## src/rtl/if_id_buffer.sv

```systemverilog
// IF->ID boundary register: pairs each fetch address with its 1-cycle-latency ROM word.
// It holds the instruction across stalls and inserts a bubble on flush.
// Optional misaligned-fetch (AdEL) detection is enabled by defining IF_ADDR_EXC_EN.
module if_id_buffer #(
  parameter int unsigned                  ADDR_WIDTH = 32,
  parameter int unsigned                  DATA_WIDTH = 32,
  parameter logic [DATA_WIDTH-1:0]        NOP_INST   = 32'h0000_0000
) (
  input  logic                  clk,
  input  logic                  rst,
  input  logic                  stall,
  input  logic                  flush,
  input  logic [ADDR_WIDTH-1:0] pc_i,
  input  logic                  rom_en_i,
  input  logic [DATA_WIDTH-1:0] rom_rdata_i,
  output logic [ADDR_WIDTH-1:0] id_pc,
  output logic [DATA_WIDTH-1:0] id_inst,
  output logic                  id_valid,
  output logic                  id_exc_adel
);

  logic [ADDR_WIDTH-1:0] req_pc_q, req_pc_d;
  logic                  req_valid_q, req_valid_d;
  logic [DATA_WIDTH-1:0] hold_inst_q, hold_inst_d;
  logic                  hold_valid_q, hold_valid_d;
`ifdef IF_ADDR_EXC_EN
  logic                  req_adel_q, req_adel_d;
`endif

  always_comb begin
    req_pc_d     = req_pc_q;
    req_valid_d  = req_valid_q;
    hold_inst_d  = hold_inst_q;
    hold_valid_d = hold_valid_q;
`ifdef IF_ADDR_EXC_EN
    req_adel_d   = req_adel_q;
`endif
    if (flush) begin
      req_pc_d     = '0;
      req_valid_d  = 1'b0;
      hold_valid_d = 1'b0;
`ifdef IF_ADDR_EXC_EN
      req_adel_d   = 1'b0;
`endif
    end else if (stall) begin
      // ROM data for the ID instruction is only on rom_rdata_i during the first stall cycle
      if (!hold_valid_q && req_valid_q) begin
        hold_inst_d  = rom_rdata_i;
        hold_valid_d = 1'b1;
      end
    end else begin
      req_pc_d     = pc_i;
      req_valid_d  = rom_en_i;
      hold_valid_d = 1'b0;
`ifdef IF_ADDR_EXC_EN
      req_adel_d   = rom_en_i & (pc_i[1:0] != 2'b00);
`endif
    end
  end

  always_ff @(posedge clk or posedge rst) begin
    if (rst) begin
      req_pc_q     <= '0;
      req_valid_q  <= 1'b0;
      hold_inst_q  <= '0;
      hold_valid_q <= 1'b0;
`ifdef IF_ADDR_EXC_EN
      req_adel_q   <= 1'b0;
`endif
    end else begin
      req_pc_q     <= req_pc_d;
      req_valid_q  <= req_valid_d;
      hold_inst_q  <= hold_inst_d;
      hold_valid_q <= hold_valid_d;
`ifdef IF_ADDR_EXC_EN
      req_adel_q   <= req_adel_d;
`endif
    end
  end

  always_comb begin
    id_valid = req_valid_q;
    id_pc    = req_pc_q;
    if (hold_valid_q)     id_inst = hold_inst_q;
    else if (req_valid_q) id_inst = rom_rdata_i;
    else                  id_inst = NOP_INST;
`ifdef IF_ADDR_EXC_EN
    // Faulting fetch travels down as a valid NOP carrying the exception and BadVAddr
    id_exc_adel = req_adel_q & req_valid_q;
    if (id_exc_adel) id_inst = NOP_INST;
`else
    id_exc_adel = 1'b0;
`endif
  end

endmodule

```

## config.mk

```make
export PLATFORM = sky130hd
export DESIGN_NAME = if_id_buffer
export DESIGN_NICKNAME = d
export VERILOG_FILES = /design/src/rtl/if_id_buffer.sv
export SDC_FILE = /design/constraint.sdc
export NUM_CORES = 1
export LEC_CHECK = 0
export BUFFER_PORTS_ARGS = -buffer_cell sky130_fd_sc_hd__clkbuf_2
export CORE_ASPECT_RATIO = 1.75
export CORE_MARGIN = 2
export CORE_UTILIZATION = 47
export DETAILED_ROUTE_END_ITERATION = 12
export MAX_ROUTING_LAYER = met4
export PLACE_DENSITY = 0.79
export SLEW_MARGIN = 20
export SYNTH_ARGS = -nofsm -noshare
export SYNTH_HDL_FRONTEND = slang
export SYNTH_SLANG_ARGS = --single-unit
```

## constraint.sdc

```tcl
create_clock -name clk -period 2.24 [get_ports clk]
set_clock_uncertainty 0.1 [all_clocks]
set_input_delay 0.112 -clock clk [delete_from_list [all_inputs] [get_ports clk]]
set_output_delay 0.112 -clock clk [all_outputs]
set_load 0.03 [all_outputs]
```

# Word-level counts from Yosys, hierarchy flattened
# Cells that the tools add are included.
# Widths: inputs -> output; s select.
[word_totals]
ff_bits = 66
latchBits = 0
ram_bits = 0
mem_bits_ro = 0
inputBits = 69
out_inout_bits = 66
n_memories = 0
[classes]
add_sub_neg = 0
multipliers = 0
n_div = 0
magnitude_cmp = 0
eq_ne = 2
shift = 0
n_mux = 9
n_bitwise = 1
n_reduce_logical = 3
[op_table]
columns = ["operator", "count"]
rows = [
  ["$mux 32", 4],
  ["$mux 1", 5],
  ["$ne 3x1->1 const B", 1],
  ["$reduce_and 3->1", 1],
  ["$ne 2x1->1 const B", 1],
  ["$logic_and 1x1->1", 1],
  ["$logic_not 1->1", 1],
  ["$not 1->1", 1],
]

# Depth between registers and ports, before layout
[logic_depth]
ltp_word = 5
depth_mapped = 5
depth_no_buf = 2

# Worst setup path before layout
# No wires, ideal clock.
[synth_timing]
path_kind = "reg-to-output"
start = "register req_valid_q (netlist: id_valid)"
end = "output port id_inst[12]"
arrival_ns = 1.603
t_required_ns = 2.028
path_slack_ns = 0.425
path_stages_with_launch = 4
n_path_buf = 1
cell_sequence = "dfrtp_1 -> clkbuf_1 -> nand2_1 -> o21ai_0"
[synth_via]
elab_chain_len = 2
[synth_rtl]
columns = ["element", "line", "text"]
rows = [
  ["start, declared", "23", "logic req_valid_q, req_valid_d;"],
  ["start signal, assigned", "72", "req_valid_q <= req_valid_d;"],
  ["$mux 32", "85", "else if (req_valid_q) id_inst = rom_rdata_i;"],
  ["$mux 32", "84", "if (hold_valid_q) id_inst = hold_inst_q;"],
  ["end, declared", "17", "output logic [DATA_WIDTH-1:0] id_inst,"],
]
# No other way between the ends.

# Worst setup path after layout
[layout_timing]
start = "register req_valid_q (netlist: id_valid)"
end = "output port id_inst[20]"
# Same word-level chain as after synthesis.

==> impl_table.tex <==
\begin{tabular}{lr}
\hline
Metric & Value \\
\hline
\multicolumn{2}{l}{\textbf{Clock network}} \\
Root cell of the clock tree & sky130\_fd\_sc\_hd\_\_clkbuf\_16 \\
CTS Buf Count & 9 \\
Latest clock arrival within the worst-skew pair & 320 ps \\
Sinks on Clock Net & 66 \\
Clock transition at the registers of the reported paths & 50 ps \\
TritonCTS clock tree & done \\
H-Tree Depth & 3 \\
Maximum count of clock buffers along a single path & 2 \\
Post-CTS Resized & 0 \\
\multicolumn{2}{l}{\textbf{Timing}} \\
Count of final max-slew check failures & 0 \\
Final Cycle Share & 84.23\% \\
Final Hold Fails & 0 \\
Headroom to the max-slew limit & between 50\% and 60\% \\
Total negative slack for setup checks & 0 ps \\
Unrepaired setup endpoints after global routing & false \\
Number of failing setup endpoints in the final timing report & 0 \\
Minimum clock period after layout & 1887 ps \\
Fmax & 0.5300 GHz \\
Slew at the pin closest to its max-slew limit & 707.6 ps \\
\multicolumn{2}{l}{\textbf{Synth}} \\
Synth cell count leaders & sky130\_fd\_sc\_hd\_\_dfrtp\_1 (66), sky130\_fd\_sc\_hd\_\_nand2\_1 (38), sky130\_fd\_sc\_hd\_\_nor2\_1 (34), sky130\_fd\_sc\_hd\_\_mux2i\_1 (33), sky130\_fd\_sc\_hd\_\_mux2\_4 (30) \\
Most frequent cell after synthesis & sky130\_fd\_sc\_hd\_\_dfrtp\_1 \\
Synthesized area per cell & 11.86 µm² \\
Cell taking the most area after synthesis & sky130\_fd\_sc\_hd\_\_dfrtp\_1 \\
Synth warn & 0 \\
Portion of synthesized cell area occupied by the leading cell type & roughly 53\% \\
Number of synthesized flops with an enable pin & 0 \\
Proportion of synthesized chip area in sequential cells & 53.16\% \\
Cell count after synthesis & $\sim$260 \\
Number of distinct library cell variants in the gate-level netlist after synthesis & 18 \\
Top post-synthesis cells by area & sky130\_fd\_sc\_hd\_\_dfrtp\_1 (53\%), sky130\_fd\_sc\_hd\_\_mux2\_4 (14\%), sky130\_fd\_sc\_hd\_\_mux2i\_1 (11\%), sky130\_fd\_sc\_hd\_\_nand2\_1 (4.6\%), sky130\_fd\_sc\_hd\_\_nor2\_1 (4.1\%) \\
Primary FF master, synth & sky130\_fd\_sc\_hd\_\_dfrtp\_1 \\
Mapped Area & 3107 µm² \\
Flip-flop and latch count after synthesis & 66 \\
Ys async rst share & 100.0\% \\
Syn nets & 331 \\
\multicolumn{2}{l}{\textbf{Global routing}} \\
Wire length of the first global-routing pass & 13.53 mm \\
Global-route total usage across every layer & 25.25\% \\
Pin count of the biggest net entering global routing & 35 \\
Global-route congestion overflow total & 0 \\
Vias in the first global route & 2955 \\
Initial antenna violation count & 0 \\
\multicolumn{2}{l}{\textbf{Cells and area}} \\
Number of antenna repair diodes & 0 \\
Fraction of final layout cells sized beyond drive strength 1 & 40.82\% \\
Area growth from synthesis to layout & 52.88\% \\
Post-layout net count & around 530 \\
Layout filler cell count & 449 \\
Final core utilization & between 70\% and 80\% \\
\multicolumn{2}{l}{\textbf{Power}} \\
Flop pwr share & 42.4\% \\
Pint & 2607 µW \\
Static leakage power & about 0.0025 µW \\
Total power density per cell area & around 750 nW/µm² \\
Sw Share & 26.47\% \\
Worst vdd ir & 0.5492 mV \\
Sw power & around 940 µW \\
Clock Power Share & 35.5\% \\
Logic pwr share & 22.1\% \\
\multicolumn{2}{l}{\textbf{Floorplanning}} \\
Row count & 39 \\
Placeable core region & about 6400 µm² \\
Die Span Y & 111.6 µm \\
Full die area & 7302 µm² \\
Starting density of the core & around half \\
Die extent in x & around 65 µm \\
Count of pins on the block boundary & around 140 \\
\multicolumn{2}{l}{\textbf{Placement}} \\
Routability cong. & 0.8470 \\
DP HPWL & about 5.0 mm \\
Port bufs & 133 \\
\multicolumn{2}{l}{\textbf{Detailed routing}} \\
1st-iter DRT viols & roughly 140 \\
Mean routed wirelength per cell & $\sim$15 µm \\
Vias & 2771 \\
First-pass DRT Iterations & 4 \\
Antenna Nets Post-Route & 0 \\
DRC & 0 \\
Sum of routed wire length over all layers & between 8 and 9 mm \\
Vias per Instance & $\sim$5.1 \\
\multicolumn{2}{l}{\textbf{Worst setup path}} \\
Setup Crit Path Kind & flip-flop to output port \\
Largest driver fanout on the critical path & 13 \\
CP startpoint kind & flip-flop \\
Kind of end point of the critical path & output port \\
Required time of the critical path & 2030 ps \\
Worst path arrival time & 1670 ps \\
\multicolumn{2}{l}{\textbf{Run status}} \\
Result of the run & finished clean \\
\multicolumn{2}{l}{\textbf{Worst hold path}} \\
Worst hold-check path type & primary input to flip-flop \\
\multicolumn{2}{l}{\textbf{Run}} \\
Max-Cap Viols & 0 \\
\hline
\end{tabular}
-- worst max-delay path: stages, from the launching register on --
cell and delay (ps):
sky130_fd_sc_hd__dfrtp_1 530, sky130_fd_sc_hd__buf_4 270, sky130_fd_sc_hd__nand2_1 60, sky130_fd_sc_hd__o21ai_0 230, sky130_fd_sc_hd__clkbuf_2 260
-- cell families after synthesis --
group           count (synthesis)  synth area share, %
other cells                     1               0.1207
buf+inv                        23                4.591
mux                            65                25.86
compound gates                 32                6.726
flops                          66                53.16
simple gates                   75                9.545
-- per-layer routing --
layer | wire length (µm) | vias up | global-route usage, % | part of all wire (%)
met1 | 3114 | 1344 | 25.39 | 37
met2 | 4483 | 115 | 42.72 | 53
met4 | 395 | 0 | 15.56 | 4.7
met3 | 391 | 33 | 6.162 | 4.7
met5 | 0 | - | - | 0
li1 | - | 1279 | - | -
-- power groups by stage --
stage	combinational [µW]	sequential, µW	clock (µW)
finish	783	1500	1260
global route	838	1530	1340
CTS	777	1500	1290
detailed placement	686	1510	0
global placement	660	1510	0
floorplan	448	1550	0
-- worst paths after layout --
path / start / end / slack, ps / cells past startpoint
setup / recovery: id_valid / id_inst[20] / 350 / 4
hold / removal: flush / id_pc[2] / 180 / 3
setup reg to reg: id_valid / hold_inst_q[11] / 560 / 3
hold reg to reg: hold_inst_q[31] / hold_inst_q[31] / 410 / 1
max in group asynchronous: rst / hold_inst_q[13] / 940 / 4
min in group asynchronous: rst / id_pc[23] / 350 / 3
-- repair_timing --
| action | 4_1_cts | 5_1_grt |
|---|---|---|
| endpoints found under the hold margin | 97 | 0 |
| hold buffers | 66 | 0 |
| buffers inserted | 0 | 0 |
-- flip-flops by register name, summed over array words and instances, names as in the netlist --
register      flops
id_pc            32
id_valid          1
hold_valid_q      1
hold_inst_q      32
-- cell type report --
cell class | instances | area, µm² | share of cell area, %
clock buffers | 13 | 260.3 | 5.479
inverters | 1 | 3.754 | 0.07903
repair buffers | 208 | 1406 | 29.61
clock inverters | 2 | 12.51 | 0.2634
well taps | 82 | 102.6 | 2.160
multi-input cells | 173 | 1313 | 27.63
flip-flops and latches | 66 | 1652 | 34.77
-- per-stage QoR --
step / setup WS [ps] / hold WS, ps / power, µW / std cells / area (µm²)
after global placement: 587.9 / 145.1 / 2172 / 464 / 3816
after global routing: 313.8 / 199.8 / 3702 / 545 / 4750
after CTS: 357.0 / 173.3 / 3570 / 545 / 4750
final: 353.3 / 179.5 / 3546 / 545 / 4750
after detailed placement: 549.0 / 157.9 / 2199 / 464 / 3816
after floorplan: 373.2 / 160.1 / 1998 / 262 / 3107
-- cell usage in the layout, fill, tap and decap left out, types with 2 or more instances in the layout --
master	count
sky130_fd_sc_hd__mux2_2	2
sky130_fd_sc_hd__mux2_4	30
sky130_fd_sc_hd__dfrtp_1	66
sky130_fd_sc_hd__clkbuf_16	9
sky130_fd_sc_hd__clkbuf_8	2
sky130_fd_sc_hd__o21ai_0	19
sky130_fd_sc_hd__clkbuf_2	133
sky130_fd_sc_hd__clkbuf_1	2
sky130_fd_sc_hd__mux2i_1	33
sky130_fd_sc_hd__nor2_1	34
sky130_fd_sc_hd__a22o_1	13
sky130_fd_sc_hd__buf_4	8
sky130_fd_sc_hd__dlygate4sd3_1	66
sky130_fd_sc_hd__nand2_1	38
Power figures use the tool's default switching activity.
